--- config.mk ---
export PLATFORM = sky130hd
export DESIGN_NAME = match_timer
export DESIGN_NICKNAME = d
export VERILOG_FILES = /design/src/rtl/match_timer_pkg.sv /design/src/rtl/match_timer_seg7_scan.sv /design/src/rtl/match_timer.sv
export SDC_FILE = /design/constraint.sdc
export NUM_CORES = 1
export LEC_CHECK = 0
export ABC_AREA = 0
export CAP_MARGIN = 20
export CORE_MARGIN = 3
export CORE_UTILIZATION = 59
export DETAILED_ROUTE_END_ITERATION = 10
export PLACE_DENSITY_LB_ADDON = 0.15
export SETUP_SLACK_MARGIN = 0.2
export SLEW_MARGIN = 10
export SYNTH_ARGS = -nofsm -noshare
export SYNTH_HDL_FRONTEND = slang
export SYNTH_SLANG_ARGS = --single-unit
--- constraint.sdc ---
create_clock -name clk -period 3.4 [get_ports clk]
set_input_delay 0.68 -clock clk [delete_from_list [all_inputs] [get_ports clk]]
set_output_delay 0.68 -clock clk [all_outputs]
set_load 0.02 [all_outputs]
--- src/rtl/match_timer_pkg.sv ---
// Shared types and constants for the match timer: FSM states and the
// active-low BCD-to-7-segment table ({g..a}).
package match_timer_pkg;

    typedef enum logic [1:0] {
        ST_IDLE    = 2'd0,
        ST_RUN     = 2'd1,
        ST_PAUSE   = 2'd2,
        ST_EXPIRED = 2'd3
    } state_e;

    localparam logic [6:0] SEG_BLANK = 7'h7F;

    // Index 15 is leftmost; codes 10..15 are blank.
    localparam logic [15:0][6:0] SEG_TABLE = {
        SEG_BLANK, SEG_BLANK, SEG_BLANK, SEG_BLANK, SEG_BLANK, SEG_BLANK,
        7'b0010000, 7'b0000000, 7'b1111000, 7'b0000010, 7'b0010010,
        7'b0011001, 7'b0110000, 7'b0100100, 7'b1111001, 7'b1000000
    };

endpackage

--- src/rtl/match_timer_seg7_scan.sv ---
// Multiplexed 7-segment driver: free-running scan divider, one-hot-low
// anode rotation and registered segment lookup of the selected BCD digit.
module match_timer_seg7_scan
    import match_timer_pkg::*;
#(
    parameter int CLK_HZ     = 100000000,
    parameter int REFRESH_HZ = 1000,
    parameter int NDIG       = 4
) (
    input  logic              clk,
    input  logic              reset,
    input  logic [4*NDIG-1:0] count_bcd,
    input  logic              blank,
    output logic [6:0]        seg,
    output logic [NDIG-1:0]   an
);

    localparam int SCAN_DIV = CLK_HZ / REFRESH_HZ;
    localparam int DIV_W    = (SCAN_DIV > 1) ? $clog2(SCAN_DIV) : 1;
    localparam int IDX_W    = (NDIG > 1) ? $clog2(NDIG) : 1;
    localparam logic [DIV_W-1:0] DIV_LAST = DIV_W'(SCAN_DIV - 1);
    localparam logic [IDX_W-1:0] IDX_LAST = IDX_W'(NDIG - 1);

    logic [DIV_W-1:0] div_q;
    logic [IDX_W-1:0] idx_q;
    logic [6:0]       seg_q;
    logic [NDIG-1:0]  an_q;
    logic [3:0]       digit_d;

    assign digit_d = count_bcd[4*idx_q +: 4];

    always_ff @(posedge clk) begin
        if (reset) begin
            div_q <= '0;
            idx_q <= '0;
            seg_q <= SEG_BLANK;
            an_q  <= '1;
        end else begin
            if (div_q == DIV_LAST) begin
                div_q <= '0;
                idx_q <= (idx_q == IDX_LAST) ? '0 : idx_q + IDX_W'(1);
            end else begin
                div_q <= div_q + DIV_W'(1);
            end
            if (blank) begin
                seg_q <= SEG_BLANK;
                an_q  <= '1;
            end else begin
                seg_q <= SEG_TABLE[digit_d];
                an_q  <= ~(NDIG'(1) << idx_q);
            end
        end
    end

    assign seg = seg_q;
    assign an  = an_q;

endmodule

--- src/rtl/match_timer.sv ---
// Parametrised BCD round timer (count down to 0 or up to a target) with
// start/pause/load control; MATCH_TIMER_BLINK_EN blinks the display when expired.
module match_timer
    import match_timer_pkg::*;
#(
    parameter int CLK_HZ     = 100000000,
    parameter int TICK_HZ    = 1,
    parameter int REFRESH_HZ = 1000,
    parameter int NDIG       = 4
) (
    input  logic              clk,
    input  logic              reset,
    input  logic              load,
    input  logic [4*NDIG-1:0] load_bcd,
    input  logic              up_mode,
    input  logic              start,
    input  logic              pause,
    output logic              running,
    output logic              expired,
    output logic              expire_pulse,
    output logic [4*NDIG-1:0] count_bcd,
    output logic [6:0]        seg,
    output logic [NDIG-1:0]   an
);

    localparam int W        = 4 * NDIG;
    localparam int TICK_DIV = CLK_HZ / TICK_HZ;
    localparam int PW       = (TICK_DIV > 1) ? $clog2(TICK_DIV) : 1;
    localparam logic [PW-1:0] PRESC_LAST = PW'(TICK_DIV - 1);

    state_e         state_q;
    logic [W-1:0]   count_q;
    logic [W-1:0]   target_q;
    logic           up_q;
    logic [PW-1:0]  presc_q;
    logic           running_q;
    logic           expired_q;
    logic           pulse_q;

    logic [W-1:0]   load_val_d;
    logic [W-1:0]   step_d;
    logic           tick_d;
    logic           step_term_d;
    logic           cur_term_d;
    logic           blank_d;

    function automatic logic [W-1:0] bcd_sanitise(input logic [W-1:0] v);
        logic [W-1:0] r;
        logic [3:0]   d;
        r = '0;
        for (int i = 0; i < NDIG; i++) begin
            d = v[4*i +: 4];
            r[4*i +: 4] = (d > 4'd9) ? 4'd9 : d;
        end
        return r;
    endfunction

    function automatic logic [W-1:0] bcd_inc(input logic [W-1:0] v);
        logic [W-1:0] r;
        logic [3:0]   d;
        logic         c;
        r = v;
        c = 1'b1;
        for (int i = 0; i < NDIG; i++) begin
            d = v[4*i +: 4];
            if (c) begin
                if (d == 4'd9) begin
                    r[4*i +: 4] = 4'd0;
                end else begin
                    r[4*i +: 4] = d + 4'd1;
                    c = 1'b0;
                end
            end
        end
        return r;
    endfunction

    function automatic logic [W-1:0] bcd_dec(input logic [W-1:0] v);
        logic [W-1:0] r;
        logic [3:0]   d;
        logic         b;
        r = v;
        b = 1'b1;
        for (int i = 0; i < NDIG; i++) begin
            d = v[4*i +: 4];
            if (b) begin
                if (d == 4'd0) begin
                    r[4*i +: 4] = 4'd9;
                end else begin
                    r[4*i +: 4] = d - 4'd1;
                    b = 1'b0;
                end
            end
        end
        return r;
    endfunction

    assign load_val_d  = bcd_sanitise(load_bcd);
    assign tick_d      = (state_q == ST_RUN) && (presc_q == PRESC_LAST);
    assign step_d      = up_q ? bcd_inc(count_q) : bcd_dec(count_q);
    assign step_term_d = up_q ? (step_d == target_q) : (step_d == '0);
    assign cur_term_d  = up_q ? (count_q == target_q) : (count_q == '0);

    // A terminal tick wins over a pause arriving in the same cycle.
    always_ff @(posedge clk) begin
        if (reset) begin
            state_q   <= ST_IDLE;
            count_q   <= '0;
            target_q  <= '0;
            up_q      <= 1'b0;
            presc_q   <= '0;
            running_q <= 1'b0;
            expired_q <= 1'b0;
            pulse_q   <= 1'b0;
        end else begin
            pulse_q <= 1'b0;
            if (load) begin
                state_q   <= ST_IDLE;
                presc_q   <= '0;
                up_q      <= up_mode;
                running_q <= 1'b0;
                expired_q <= 1'b0;
                if (up_mode) begin
                    count_q  <= '0;
                    target_q <= load_val_d;
                end else begin
                    count_q <= load_val_d;
                end
            end else begin
                case (state_q)
                    ST_IDLE: begin
                        if (start) begin
                            if (cur_term_d) begin
                                state_q   <= ST_EXPIRED;
                                expired_q <= 1'b1;
                                pulse_q   <= 1'b1;
                            end else begin
                                state_q   <= ST_RUN;
                                running_q <= 1'b1;
                            end
                        end
                    end
                    ST_RUN: begin
                        presc_q <= tick_d ? '0 : presc_q + PW'(1);
                        if (tick_d) begin
                            count_q <= step_d;
                        end
                        if (tick_d && step_term_d) begin
                            state_q   <= ST_EXPIRED;
                            running_q <= 1'b0;
                            expired_q <= 1'b1;
                            pulse_q   <= 1'b1;
                        end else if (pause) begin
                            state_q   <= ST_PAUSE;
                            running_q <= 1'b0;
                        end
                    end
                    ST_PAUSE: begin
                        if (start) begin
                            state_q   <= ST_RUN;
                            running_q <= 1'b1;
                        end
                    end
                    ST_EXPIRED: begin
                    end
                    default: state_q <= ST_IDLE;
                endcase
            end
        end
    end

`ifdef MATCH_TIMER_BLINK_EN
    localparam int HALF = CLK_HZ / (2 * TICK_HZ);
    localparam int BW   = (HALF > 1) ? $clog2(HALF) : 1;
    localparam logic [BW-1:0] HALF_LAST = BW'(HALF - 1);

    logic [BW-1:0] blink_cnt_q;
    logic          blink_ph_q;

    // Phase restarts visible every time EXPIRED is entered.
    always_ff @(posedge clk) begin
        if (reset || state_q != ST_EXPIRED) begin
            blink_cnt_q <= '0;
            blink_ph_q  <= 1'b0;
        end else if (blink_cnt_q == HALF_LAST) begin
            blink_cnt_q <= '0;
            blink_ph_q  <= ~blink_ph_q;
        end else begin
            blink_cnt_q <= blink_cnt_q + BW'(1);
        end
    end

    assign blank_d = (state_q == ST_EXPIRED) && blink_ph_q;
`else
    assign blank_d = 1'b0;
`endif

    match_timer_seg7_scan #(
        .CLK_HZ    (CLK_HZ),
        .REFRESH_HZ(REFRESH_HZ),
        .NDIG      (NDIG)
    ) u_scan (
        .clk      (clk),
        .reset    (reset),
        .count_bcd(count_q),
        .blank    (blank_d),
        .seg      (seg),
        .an       (an)
    );

    assign running      = running_q;
    assign expired      = expired_q;
    assign expire_pulse = pulse_q;
    assign count_bcd    = count_q;

endmodule

==> summary.txt, run 1 <==
Most frequent cells after synthesis -> nor2_1 (109), dfxtp_1 (95), a21oi_1 (57)
Number of buffers created by CTS -> 9
Vias post-DR -> 5910
Width of the die -> 108 µm
Total placed instance area -> 6750 µm²
Biggest area consumer among synthesized cells -> dfxtp_1
Master cell of the clock root buffer -> clkbuf_8
Run status -> finished, final reports clean
Core Area -> 9910 µm²
Area delta synth->final -> 15.2%
Antenna Diode Count -> 0
Ys flop type -> dfxtp_1
Crit path top cell by count -> or3_1
Number of buffers added to fix hold violations after cts -> 0
Largest net degree at the start of global routing -> 42
Count of final hold-check violations -> 0
WP buf/inv -> 1
Placed instance count -> 934
Slew HR -> 47.0%
Via count of the first global-routing pass -> 5641
Mux cell area share after synthesis -> 3.73%
Number of synthesized flops with an enable pin -> 0
Fin crit share -> 89.9%
Post-Syn Nets -> 813
Cells traversed along the worst timing path -> buf_4 -> or3_1 -> a21boi_1 -> xor2_1 -> o2111ai_1 -> a211o_1 -> or3_1 -> nor3_1 -> o21a_1 -> o221a_1
Fraction of final layout cells sized beyond drive strength 1 -> 9.50%
Detailed placer's ending HPWL -> 13000 µm
Number of stages on the worst hold path -> 1
Main combinational cell family by area after synthesis -> simple AND/OR/NAND/NOR gates
Clock Tree Buf Depth -> 2
Kind of capture point of the worst setup path -> flip-flop
Row count -> 36
First-pass GRT wire length -> 27900 µm
Complex-gate fraction of the synthesized area -> 16.2%
Largest cells by area after synthesis -> dfxtp_1 (31%), nor2_1 (6.7%), xnor2_1 (5.3%), a21oi_1 (4.7%), xor2_1 (4.3%)
Path class of the lowest-slack min-delay path -> flip-flop to flip-flop
Remaining antenna violation count after routing -> 0
Per-cell routed wire length -> 18.2 µm
Post-synthesis adder-cell area fraction -> 3.08%
Synthesized instance count -> 776
Startpoint class of the critical path -> flip-flop
Max stage delay on crit path -> 0.41 ns
Capture instance of the worst register-to-register path -> expired$_SDFFE_PP0P_
# DRC -> 0
Crit Path Category -> flip-flop to flip-flop
Async set-reset flop share out of synthesis -> 0%
Fmax -> 327 MHz
Reg2Reg Launch Point -> count_bcd[0]$_SDFFE_PP0P_
Startpoint of the worst hold path -> u_scan.div_q[0]$_SDFF_PP0_
Maximum resistive drop on vdd -> 349 µV
Initial standard-cell utilization of the core -> 61.5%
Worst-Skew Late Latency -> 0.37 ns
Share of synthesized cell area in and, or, nand and nor gates -> 31.3%
Total grt overflow -> 0
Shortest clock period the worst path allows after layout -> 3.06 ns
Overall routed net length -> 17300 µm
Cell area power density -> 364 nW/µm²
Final-report max-slew violation count -> 0
Cell with the biggest individual delay on the critical path -> or3_1
Final Wtd Congestion -> 0.996
Count of TritonRoute iterations in the first routing pass -> 5
Routed via count divided by cell count -> 6.19
Mean instance size in the synthesized netlist -> 7.86 µm²
Synthesized cell area -> 6100 µm²
Final setup violation count -> 0
Count of unique library cells instantiated by Yosys -> 78
Max-capacitance violation count -> 0
Warnings from Yosys -> 0
Overall routing resource usage -> 30.2%
Leakage Power -> 2.51 nW
TritonCTS clock tree -> done
Number of sinks driven by the clock tree -> 95
Initial detailed-routing violation count -> 572
Final worst clock skew -> 0.0120 ns
Worst hold path endpoint -> u_scan.div_q[0]$_SDFF_PP0_
Post-route cell area -> 7020 µm²
Length in cells of the worst reg-to-reg path -> 10
Non-filler cells in the finished layout -> 954
Top-count cell post-synth -> nor2_1
Unrepaired setup endpoints after global routing -> no
Final Net Count -> 853
Gate family responsible for the most delay along the worst path -> compound AO/OA/AOI/OAI gates
Depth of the CTS H-tree -> 3
Post-synth top area share -> 31.2%
Worst Path Required -> 3.71 ns
Antenna violations before repair -> 0
Register-to-Register Setup Slack -> 0.34 ns
I/O pin count -> 52
Port Buf Inserts -> 51
Worst Max-Slew Pin Slew -> 0.792 ns
Number of storage elements in the synthesis netlist -> 95
CP Max Fanout -> 19
Clock-pin slew on the worst setup and hold paths -> 0.10 ns
Setup TNS -> 0 ns
Xor/xnor cell area share of the yosys netlist -> 9.62%
Overall die height -> 108 µm
Register area share after synthesis -> 31.2%
WP data arrival -> 3.37 ns
Die Footprint -> 11600 µm²
per-layer routing:
metal,vias to the layer above,global-route usage (%),part of all wire (%)
met1,2788,39.1,42
met4,0,13.7,3.6
li1,2822,-,-
met2,247,49.2,47
met3,53,4.92,7.2
met5,-,0,0
how the worst max path moves through the flow:
stage	from	endpoint	slack, ns	cells after the start
3_3_place_gp	count_bcd[0]$_SDFFE_PP0P_	state_q[0]$_SDFFE_PP0P_	0.30	9
3_5_place_dp	count_bcd[0]$_SDFFE_PP0P_	state_q[0]$_SDFFE_PP0P_	0.27	9
2_1_floorplan	count_bcd[5]$_SDFFE_PP0P_	state_q[0]$_SDFFE_PP0P_	0.38	10
4_1_cts	count_bcd[0]$_SDFFE_PP0P_	state_q[0]$_SDFFE_PP0P_	0.24	9
6_report	count_bcd[0]$_SDFFE_PP0P_	expired$_SDFFE_PP0P_	0.34	10
5_1_grt	count_bcd[0]$_SDFFE_PP0P_	expired$_SDFFE_PP0P_	0.20	10
cell usage in the layout (no fill, tap or decap), drive strengths merged, types with 4 or more instances in the layout:
master / netlist / routed
or3: 4 / 4
xor2: 30 / 30
nor2b: 13 / 13
clkbuf: 29 / 9
nand4: 16 / 16
ha: 15 / 15
and4: 5 / 5
buf: 17 / 24
or4: 9 / 9
clkinv: 1 / 4
nand2: 54 / 54
o21a: 10 / 10
nor4: 7 / 7
o2111ai: 5 / 5
nor2: 109 / 109
mux4: 4 / 4
and2: 7 / 7
nand3b: 4 / 4
and3: 17 / 17
o21ai: 29 / 29
or2: 6 / 6
a21oi: 58 / 58
a211oi: 4 / 4
nand2b: 20 / 20
and4b: 5 / 5
a31oi: 8 / 8
a21o: 4 / 4
inv: 26 / 29
nor3: 28 / 28
a21boi: 5 / 5
clkdlybuf4s50: 0 / 51
nor4b: 4 / 4
dfxtp: 95 / 95
nand3: 36 / 36
xnor2: 37 / 37
mux2i: 10 / 10
report_power, final:
group / total, mW / internal (mW) / switching [mW]
combinational: 0.574 / 0.244 / 0.330
sequential: 1.19 / 1.15 / 0.0442
clock: 0.796 / 0.357 / 0.439
total: 2.56 / 1.75 / 0.813
kinds of logic after synthesis:
| group | after synthesis |
|---|---|
| and+or+nand+nor | 356 |
| muxes | 17 |
| xor gates and xnor gates | 67 |
| adders and majority gates | 15 |
| buffers and inverters | 73 |
| AOI/OAI and AO/OA | 153 |
| DFF | 95 |
timing repair:
action / 4_1_cts / 5_1_grt
setup buffers: 0 / 4
setup endpoints to repair: 0 / 5
gates resized for setup: 0 / 7
final cells by class:
class	instances	area, µm²
fillers	796	2890
well taps	133	166
inverters	27	101
flip-flops and latches	95	1910
multi-input cells	608	3930
clock buffers	9	124
clock inverters	7	88.8
repair buffers	75	703
registers in the layout (all words and copies together), names as in the netlist, 2 cells and up:
signal	cells
presc_q	27
u_scan.div_q	17
count_bcd	16
target_q	16
u_scan.seg	7
u_scan.an	4
state_q	2
u_scan.idx_q	2
worst register-to-register path, stage by stage, from the launching register on:
cell       delay, ns
dfxtp_4         0.39
buf_4           0.20
or3_1           0.40
a21boi_1        0.27
xor2_1          0.17
o2111ai_1       0.28
a211o_1         0.35
or3_1           0.41
nor3_1          0.19
o21a_1          0.18
o221a_1         0.17
through the flow:
stage / setup WS [ns] / hold slack [ns] / power (mW) / util, %
floorplan: 0.379 / 0.426 / 1.58 / -
CTS: 0.244 / 0.481 / 2.54 / 70.2
global route: 0.202 / 0.506 / 2.66 / 70.9
detailed placement: 0.274 / 0.456 / 1.76 / 68.1
global placement: 0.304 / 0.436 / 1.75 / 68.1
finish: 0.342 / 0.473 / 2.56 / 70.9
No activity file was read; power rests on OpenSTA's default activity.
==> run 2, diff against run 1 <==
--- a/config.mk
+++ b/config.mk
@@ -5,7 +5,7 @@
 export SDC_FILE = /design/constraint.sdc
 export NUM_CORES = 1
 export LEC_CHECK = 0
-export ABC_AREA = 0
+export ABC_AREA = 1
 export CAP_MARGIN = 20
 export CORE_MARGIN = 3
 export CORE_UTILIZATION = 59
==> constraint.sdc (replaced) <==
create_clock -name clk -period 3.4 [get_ports clk]
set_input_delay 0.68 -clock clk [delete_from_list [all_inputs] [get_ports clk]]
set_output_delay 0.68 -clock clk [all_outputs]
set_load 0.01 [all_outputs]
==> summary.txt, run 2 <==
Run status -> finished, final reports clean
Max stage delay on crit path -> 0.65 ns (+0.24 ns)
Leakage Power -> 2.81 nW (+12%)
Kind of capture point of the worst setup path -> flip-flop
Internal power -> 1.74 mW (-0.11%)
Width of the die -> 106 µm (-1.2%)
Initial detailed-routing violation count -> 610 (+6.6%)
Met1 Resource Use GR -> 39.2% (+0.083 points)
Total grt overflow -> 0 (unchanged)
Cells traversed along the worst timing path -> inv_2 -> nor2_1 -> nand2_2 -> nor2_4 -> nand3_1 -> nand2_1 -> xor2_1 -> nand3_1 -> nor2_1 -> nand3_1 -> nand2_1 -> nand3_2 -> nand2_2 -> nand2_2 -> nand2_1 -> nand2_1 -> nor2_1
Core Area -> 9500 µm² (-4.1%)
CP Max Fanout -> 10 (-9)
Antenna violations before repair -> 0 (unchanged)
Synthesized cell area -> 5940 µm² (-2.5%)
Max-capacitance violation count -> 0 (unchanged)
Remaining antenna violation count after routing -> 0 (unchanged)
Synthesized instance count -> 928 (+20%)
Met2 track demand over resource in global routing -> 47.0% (-2.3 points)
Worst-Skew Late Latency -> 0.37 ns (about the same)
Startpoint class of the critical path -> flip-flop
WP buf/inv -> 1 (unchanged)
Overall die height -> 106 µm (-1.2%)
Largest net degree at the start of global routing -> 29 (-31%)
Count of TritonRoute iterations in the first routing pass -> 5 (unchanged)
Number of synthesized flops with an enable pin -> 0 (unchanged)
Depth of the CTS H-tree -> 3 (unchanged)
Final-report max-slew violation count -> 0 (unchanged)
Cell with the biggest individual delay on the critical path -> dfxtp_1
Shortest clock period the worst path allows after layout -> 2.70 ns (-0.354 ns)
Number of buffers created by CTS -> 9 (unchanged)
Final Net Count -> 1006 (+18%)
Fraction of final layout cells sized beyond drive strength 1 -> 5.65% (-3.9 points)
Clock-pin slew on the worst setup and hold paths -> 0.10 ns (about the same)
Ys flop type -> dfxtp_1
TritonCTS clock tree -> done
Area delta synth->final -> 13.6%
Count of filler cells inserted in the layout -> 868 (+9.0%)
Vias post-DR -> 6165 (+4.3%)
Maximum resistive drop on vdd -> 342 µV (-2.0%)
Final setup violation count -> 0 (unchanged)
I/O pin count -> 52 (unchanged)
Worst hold slack -> 0.454 ns (-0.0182 ns)
Portion of total power attributed to the clock network -> 31.2% (about the same)
Worst Path Required -> 3.71 ns (about the same)
Die Footprint -> 11300 µm² (-2.4%)
Number of buffers added to fix hold violations after cts -> 0 (unchanged)
Part of the total power dissipated in sequential elements -> 46.8% (+0.3 points)
Gate family responsible for the most delay along the worst path -> simple AND/OR/NAND/NOR gates
Number of sinks driven by the clock tree -> 95 (unchanged)
Initial standard-cell utilization of the core -> 62.5% (+1.0 points)
Crit path top cell by count -> nand2_1
Footprint of the flip-flops and latches -> 1900 µm² (-0.26%)
Final worst clock skew -> 0.0109 ns (-0.00108 ns)
Fmax -> 370 MHz (+13%)
Most frequent cells after synthesis -> nand2_1 (246), inv_1 (112), dfxtp_1 (95), nor2_1 (95), a21oi_1 (68)
Crit Path Category -> flip-flop to flip-flop
Async set-reset flop share out of synthesis -> 0% (unchanged)
Master cell of the clock root buffer -> clkbuf_8
Detailed placer's ending HPWL -> 12000 µm (-8.3%)
Via count of the first global-routing pass -> 5658 (+0.30%)
Overall routing resource usage -> 29.0% (-1.2 points)
Clock Tree Buf Depth -> 2 (unchanged)
Warnings from Yosys -> 0 (unchanged)
Port Buf Inserts -> 51 (unchanged)
Registers with the most flip-flops -> presc_q (27), u_scan.div_q (17)
Per-cell routed wire length -> 14.4 µm (-21%)
Worst Max-Slew Pin Slew -> 0.655 ns (-0.137 ns)
Net switching share of the total power -> 32.6% (+0.84 points)
Setup Fix Bufs, Post-CTS -> 0 (unchanged)
# DRC -> 0 (unchanged)
Largest cells by area after synthesis -> dfxtp_1 (32%), nand2_1 (16%), inv_1 (7.1%), nor2_1 (6.0%), a21oi_1 (5.7%)
Row count -> 35 (-2.8%)
Number of cells upsized or downsized after cts -> 0 (unchanged)
Combined area of the multi-input logic cells -> 3440 µm² (-12%)
Max reg flops -> 27 (unchanged)
Number of storage elements in the synthesis netlist -> 95 (unchanged)
Post-Syn Nets -> 965 (+19%)
Mean instance size in the synthesized netlist -> 6.40 µm² (-19%)
First-pass GRT wire length -> 27000 µm (-3.3%)
Commonest non-fill, non-tap cell in the layout -> nand2_1
Top-count cell post-synth -> nand2_1
P_sw -> 0.844 mW (+3.8%)
Largest register by flop count -> presc_q
WP data arrival -> 3.02 ns (-0.35 ns)
Count of final hold-check violations -> 0 (unchanged)
Cell area power density -> 384 nW/µm² (+5.2%)
Path class of the lowest-slack min-delay path -> flip-flop to flip-flop
Biggest area consumer among synthesized cells -> dfxtp_1
Post-synth top area share -> 32.0% (+0.81 points)
Antenna Diode Count -> 0 (unchanged)
Slew HR -> 56.0% (+8.9 points)
Final Wtd Congestion -> 0.975 (-2.1%)
Setup TNS -> 0 ns (unchanged)
Unrepaired setup endpoints after global routing -> no
Commonest cells after routing, fill and taps aside -> nand2_1 (246), inv_1 (112), dfxtp_1 (95), nor2_1 (94), a21oi_1 (68)
Count of unique library cells instantiated by Yosys -> 43 (-45%)
GRT met3 Usage -> 4.25% (-0.67 points)
Fin crit share -> 79.5% (-10 points)
Register area share after synthesis -> 32.0% (+0.81 points)
Overall routed net length -> 15900 µm (-8.5%)
GR peak layer -> met2
Share of power burned in combinational logic -> 22.0% (-0.4 points)
Routed via count divided by cell count -> 5.59 (-9.8%)
-- run 2: power groups by stage --
stage	clock [mW]	combinational (mW)	sequential [mW]
2_1_floorplan	0	0.390	1.22
3_3_place_gp	0	0.555	1.24
3_5_place_dp	0	0.558	1.24
4_1_cts	0.812	0.562	1.21
5_1_grt	0.858	0.644	1.22
6_report	0.808	0.569	1.21
-- run 2: worst register-to-register path: stages, from the launching register on --
cell     delay (ns)
dfxtp_1        0.65
inv_2          0.13
nor2_1         0.18
nand2_2        0.12
nor2_4         0.18
nand3_1        0.12
nand2_1        0.11
xor2_1         0.23
nand3_1        0.12
nor2_1         0.10
nand3_1        0.08
nand2_1        0.13
nand3_2        0.12
nand2_2        0.10
nand2_2        0.08
nand2_1        0.07
nand2_1        0.05
nor2_1         0.08
-- run 2: layer usage --
metal | vias to the layer above | part of all wire, %
met2 | 217 | 45
li1 | 3143 | -
met1 | 2774 | 45
met5 | - | 0
met4 | 0 | 2.6
met3 | 31 | 7.0
-- run 2: cell families after synthesis --
| group | Yosys count | synth area share, % |
|---|---|---|
| adder cells (fa/ha/maj) | 15 | 3.16 |
| buffers and inverters | 151 | 10.1 |
| flip-flops | 95 | 32.0 |
| multiplexers | 1 | 0.190 |
| AO/OA/AOI/OAI | 161 | 15.8 |
| AND/OR/NAND/NOR | 490 | 36.6 |
| XOR/XNOR | 15 | 2.21 |
-- run 2: area by class of cell --
cell class / instances / area share (%)
flip-flops and latches: 95 / 28.2
clock buffers: 10 / 2.04
multi-input cells: 682 / 51.0
inverters: 122 / 6.78
well taps: 129 / 2.39
clock inverters: 6 / 1.15
repair buffers: 59 / 8.45
-- run 2: worst paths after layout --
kind / cells after the start / slack [ns] / end / start
setup reg to reg: 17 / 0.70 / state_q[0]$_SDFFE_PP0P_ / count_bcd[0]$_SDFFE_PP0P_
setup / recovery: 17 / 0.70 / state_q[0]$_SDFFE_PP0P_ / count_bcd[0]$_SDFFE_PP0P_
hold reg to reg: 1 / 0.45 / u_scan.div_q[0]$_SDFF_PP0_ / u_scan.div_q[0]$_SDFF_PP0_
hold / removal: 1 / 0.45 / u_scan.div_q[0]$_SDFF_PP0_ / u_scan.div_q[0]$_SDFF_PP0_
-- run 2: metrics by stage --
stage	utilization (%)	power (mW)	instance area, µm²	setup WS, ns	cells
floorplan	-	1.61	5940	1.29	928
global route	71.0	2.72	6750	0.356	1103
global placement	68.8	1.79	6540	0.793	1087
CTS	71.0	2.58	6750	0.762	1103
finish	71.0	2.59	6750	0.696	1103
detailed placement	68.8	1.79	6540	0.771	1087
==> run 3, diff against run 2 <==
--- a/config.mk
+++ b/config.mk
@@ -8,7 +8,7 @@
 export ABC_AREA = 1
 export CAP_MARGIN = 20
 export CORE_MARGIN = 3
-export CORE_UTILIZATION = 59
+export CORE_UTILIZATION = 53
 export DETAILED_ROUTE_END_ITERATION = 10
 export PLACE_DENSITY_LB_ADDON = 0.15
 export SETUP_SLACK_MARGIN = 0.2
==> constraint.sdc (replaced) <==
create_clock -name clk -period 2.4 [get_ports clk]
set_input_delay 0.48 -clock clk [delete_from_list [all_inputs] [get_ports clk]]
set_output_delay 0.48 -clock clk [all_outputs]
set_load 0.01 [all_outputs]
==> summary.txt, run 3 (same netlist as run 2, synthesis figures left out) <==
Run status -> finished, final reports clean
Cells traversed along the worst timing path -> buf_6 -> nor2_4 -> nand2_4 -> nor2_8 -> nand2_1 -> nand3_1 -> nand2_1 -> nand2_1 -> nand2_1 -> nor2_1 -> nand2_1 -> nor2_1 -> nand3_1 -> nand2_2 -> nand3_4 -> nand2_4 -> nand2_4 -> nand2_2 -> nand2_2 -> nor2_1
Number of buffers created by CTS -> 9 (unchanged)
Critical path launch point -> count_bcd[1]$_SDFFE_PP0P_
Max-capacitance violation count -> 0 (unchanged)
Overall routed net length -> 17200 µm (+8.2%)
Count of TritonRoute iterations in the first routing pass -> 5 (unchanged)
Cell area power density -> 536 nW/µm² (+40%)
Total grt overflow -> 0 (unchanged)
Shortest clock period the worst path allows after layout -> 2.38 ns (-0.327 ns)
Overall die height -> 112 µm (+5.2%)
Final Net Count -> 1065 (+5.9%)
Startpoint of the worst hold path -> u_scan.div_q[0]$_SDFF_PP0_
Non-filler cells in the finished layout -> 1173 (+6.3%)
Share of power burned in combinational logic -> 24.5% (+2.5 points)
Reg2Reg Launch Point -> count_bcd[1]$_SDFFE_PP0P_
Crit Path Category -> flip-flop to flip-flop
Max reg flops -> 27 (unchanged)
Area delta synth->final -> 27.9%
Net switching share of the total power -> 31.6% (-0.99 points)
Worst Path Required -> 2.74 ns (-0.97 ns)
Initial standard-cell utilization of the core -> 54.6% (-8.0 points)
Commonest cells after routing, fill and taps aside -> nand2_1 (224), inv_1 (107), nor2_1 (85), dfxtp_1 (84), a21oi_1 (65)
Fraction of final layout cells sized beyond drive strength 1 -> 18.2% (+13 points)
First-pass GRT wire length -> 27400 µm (+1.5%)
Clock Tree Buf Depth -> 2 (unchanged)
Antenna Diode Count -> 0 (unchanged)
Max stage delay on crit path -> 0.34 ns (-0.31 ns)
Antenna violations before repair -> 0 (unchanged)
Registers with the most flip-flops -> presc_q (27), u_scan.div_q (17)
Clock-pin slew on the worst setup and hold paths -> 0.11 ns (about the same)
Die Footprint -> 12500 µm² (+11%)
Path class of the lowest-slack min-delay path -> flip-flop to flip-flop
Final worst clock skew -> 0.0119 ns (+0.00103 ns)
Per-cell routed wire length -> 14.6 µm (+1.8%)
Kind of capture point of the worst setup path -> flip-flop
Crit path top cell by count -> nand2_1
Largest register by flop count -> presc_q
Final-report max-slew violation count -> 0 (unchanged)
Commonest non-fill, non-tap cell in the layout -> nand2_1
Detailed placer's ending HPWL -> 12400 µm (+3.9%)
Master cell of the clock root buffer -> clkbuf_8
Core Area -> 10900 µm² (+15%)
Largest net degree at the start of global routing -> 29 (unchanged)
Routed via count divided by cell count -> 5.47 (-2.1%)
Width of the die -> 112 µm (+5.2%)
Worst-Skew Late Latency -> 0.40 ns (+0.03 ns)
Part of the total power dissipated in sequential elements -> 41.6% (-5.2 points)
Total power after layout -> 4.07 mW (+57%)
Startpoint class of the critical path -> flip-flop
Placed instance count -> 1145 (+5.3%)
Slew HR -> 71.1% (+15 points)
# DRC -> 0 (unchanged)
Via count of the first global-routing pass -> 5771 (+2.0%)
Remaining antenna violation count after routing -> 0 (unchanged)
WP data arrival -> 2.72 ns (-0.30 ns)
Cell with the biggest individual delay on the critical path -> dfxtp_2
Port Buf Inserts -> 51 (unchanged)
P_sw -> 1.29 mW (+53%)
Initial detailed-routing violation count -> 600 (-1.6%)
Unrepaired setup endpoints after global routing -> yes
Setup TNS -> 0 ns (unchanged)
Depth of the CTS H-tree -> 3 (unchanged)
Overall routing resource usage -> 26.5% (-2.4 points)
Fin crit share -> 99.0% (+20 points)
Final setup violation count -> 0 (unchanged)
I/O pin count -> 52 (unchanged)
Portion of total power attributed to the clock network -> 33.9% (+2.7 points)
Worst Max-Slew Pin Slew -> 0.434 ns (-0.221 ns)
Fmax -> 421 MHz (+14%)
Internal power -> 2.79 mW (+60%)
Row count -> 38 (+8.6%)
Number of sinks driven by the clock tree -> 95 (unchanged)
TritonCTS clock tree -> done
Vias post-DR -> 6417 (+4.1%)
Final Wtd Congestion -> 0.975 (about the same)
Maximum resistive drop on vdd -> 549 µV (+61%)
CP Max Fanout -> 8 (-2)
Count of filler cells inserted in the layout -> 960 (+11%)
Count of final hold-check violations -> 0 (unchanged)
Leakage Power -> 3.20 nW (+14%)
-- run 3: cell types whose count changed in the layout (fill, tap and decap cells not counted), moves of 7 or more --
| cell | before | now |
|---|---|---|
| buf_4 | 8 | 62 |
| nand2_1 | 246 | 224 |
| nand2_2 | 6 | 24 |
| dfxtp_1 | 95 | 84 |
| nor2_1 | 94 | 85 |
| dfxtp_2 | 0 | 8 |
| nand3_1 | 65 | 57 |
| nor3_1 | 22 | 14 |
| nor3_2 | 0 | 7 |
-- run 3: worst paths after layout --
kind,end,slack (ns),depth (start not counted)
setup / recovery,state_q[1]$_SDFFE_PP0P_,0.02,20
hold / removal,u_scan.div_q[0]$_SDFF_PP0_,0.46,1
setup reg to reg,state_q[1]$_SDFFE_PP0P_,0.02,20
hold reg to reg,u_scan.div_q[0]$_SDFF_PP0_,0.46,1
-- run 3: area by class of cell --
type                       instances  area [µm²]  share of cell area (%)
timing repair buffer             118        1030                    13.6
multi-input combinational        682        3740                    49.2
inverter                         122         464                    6.11
tap                              140         175                    2.30
clock inverter                     6         126                    1.66
sequential                        95        1920                    25.3
clock buffer                      10         138                    1.81
-- run 3: power groups by stage --
stage | sequential [mW] | combinational [mW] | clock [mW]
floorplan | 1.72 | 0.553 | 0
global placement | 1.72 | 0.886 | 0
detailed placement | 1.72 | 0.888 | 0
CTS | 1.69 | 0.918 | 1.41
global route | 1.70 | 1.10 | 1.47
finish | 1.70 | 0.999 | 1.38
-- run 3: timing repair --
action,in CTS,in global routing
resized for setup,31,65
hold buffers,0,0
cloned,0,1
buffers inserted,4,7
endpoints found under the setup margin,33,50
pin swaps,6,35
-- run 3: per-layer routing --
metal / track usage (%) / vias up / share of wire, %
met4: 9.00 / 0 / 2.8
met3: 5.43 / 42 / 8.3
met2: 43.3 / 261 / 46
met1: 35.0 / 2862 / 43
met5: 0 / - / 0
li1: - / 3252 / -
-- run 3: through the flow --
| step | hold WS (ns) | setup WS (ns) | util, % | cell area (µm²) |
|---|---|---|---|---|
| after global routing | 0.490 | -0.153 | 69.8 | 7600 |
| after detailed placement | 0.437 | 0.0423 | 63.5 | 6910 |
| final | 0.460 | 0.0231 | 69.8 | 7600 |
| after CTS | 0.459 | 0.192 | 67.0 | 7300 |
| after global placement | 0.429 | 0.0399 | 63.5 | 6910 |
| after floorplan | 0.418 | 0.285 | - | 5940 |
-- run 3: critical path: cells and delay by family (launching register included) --
| kind | cells | cell delay (ns) |
|---|---|---|
| buffers and inverters | 1 | 0.12 |
| flip-flops | 1 | 0.34 |
| AND/OR/NAND/NOR | 19 | 1.86 |
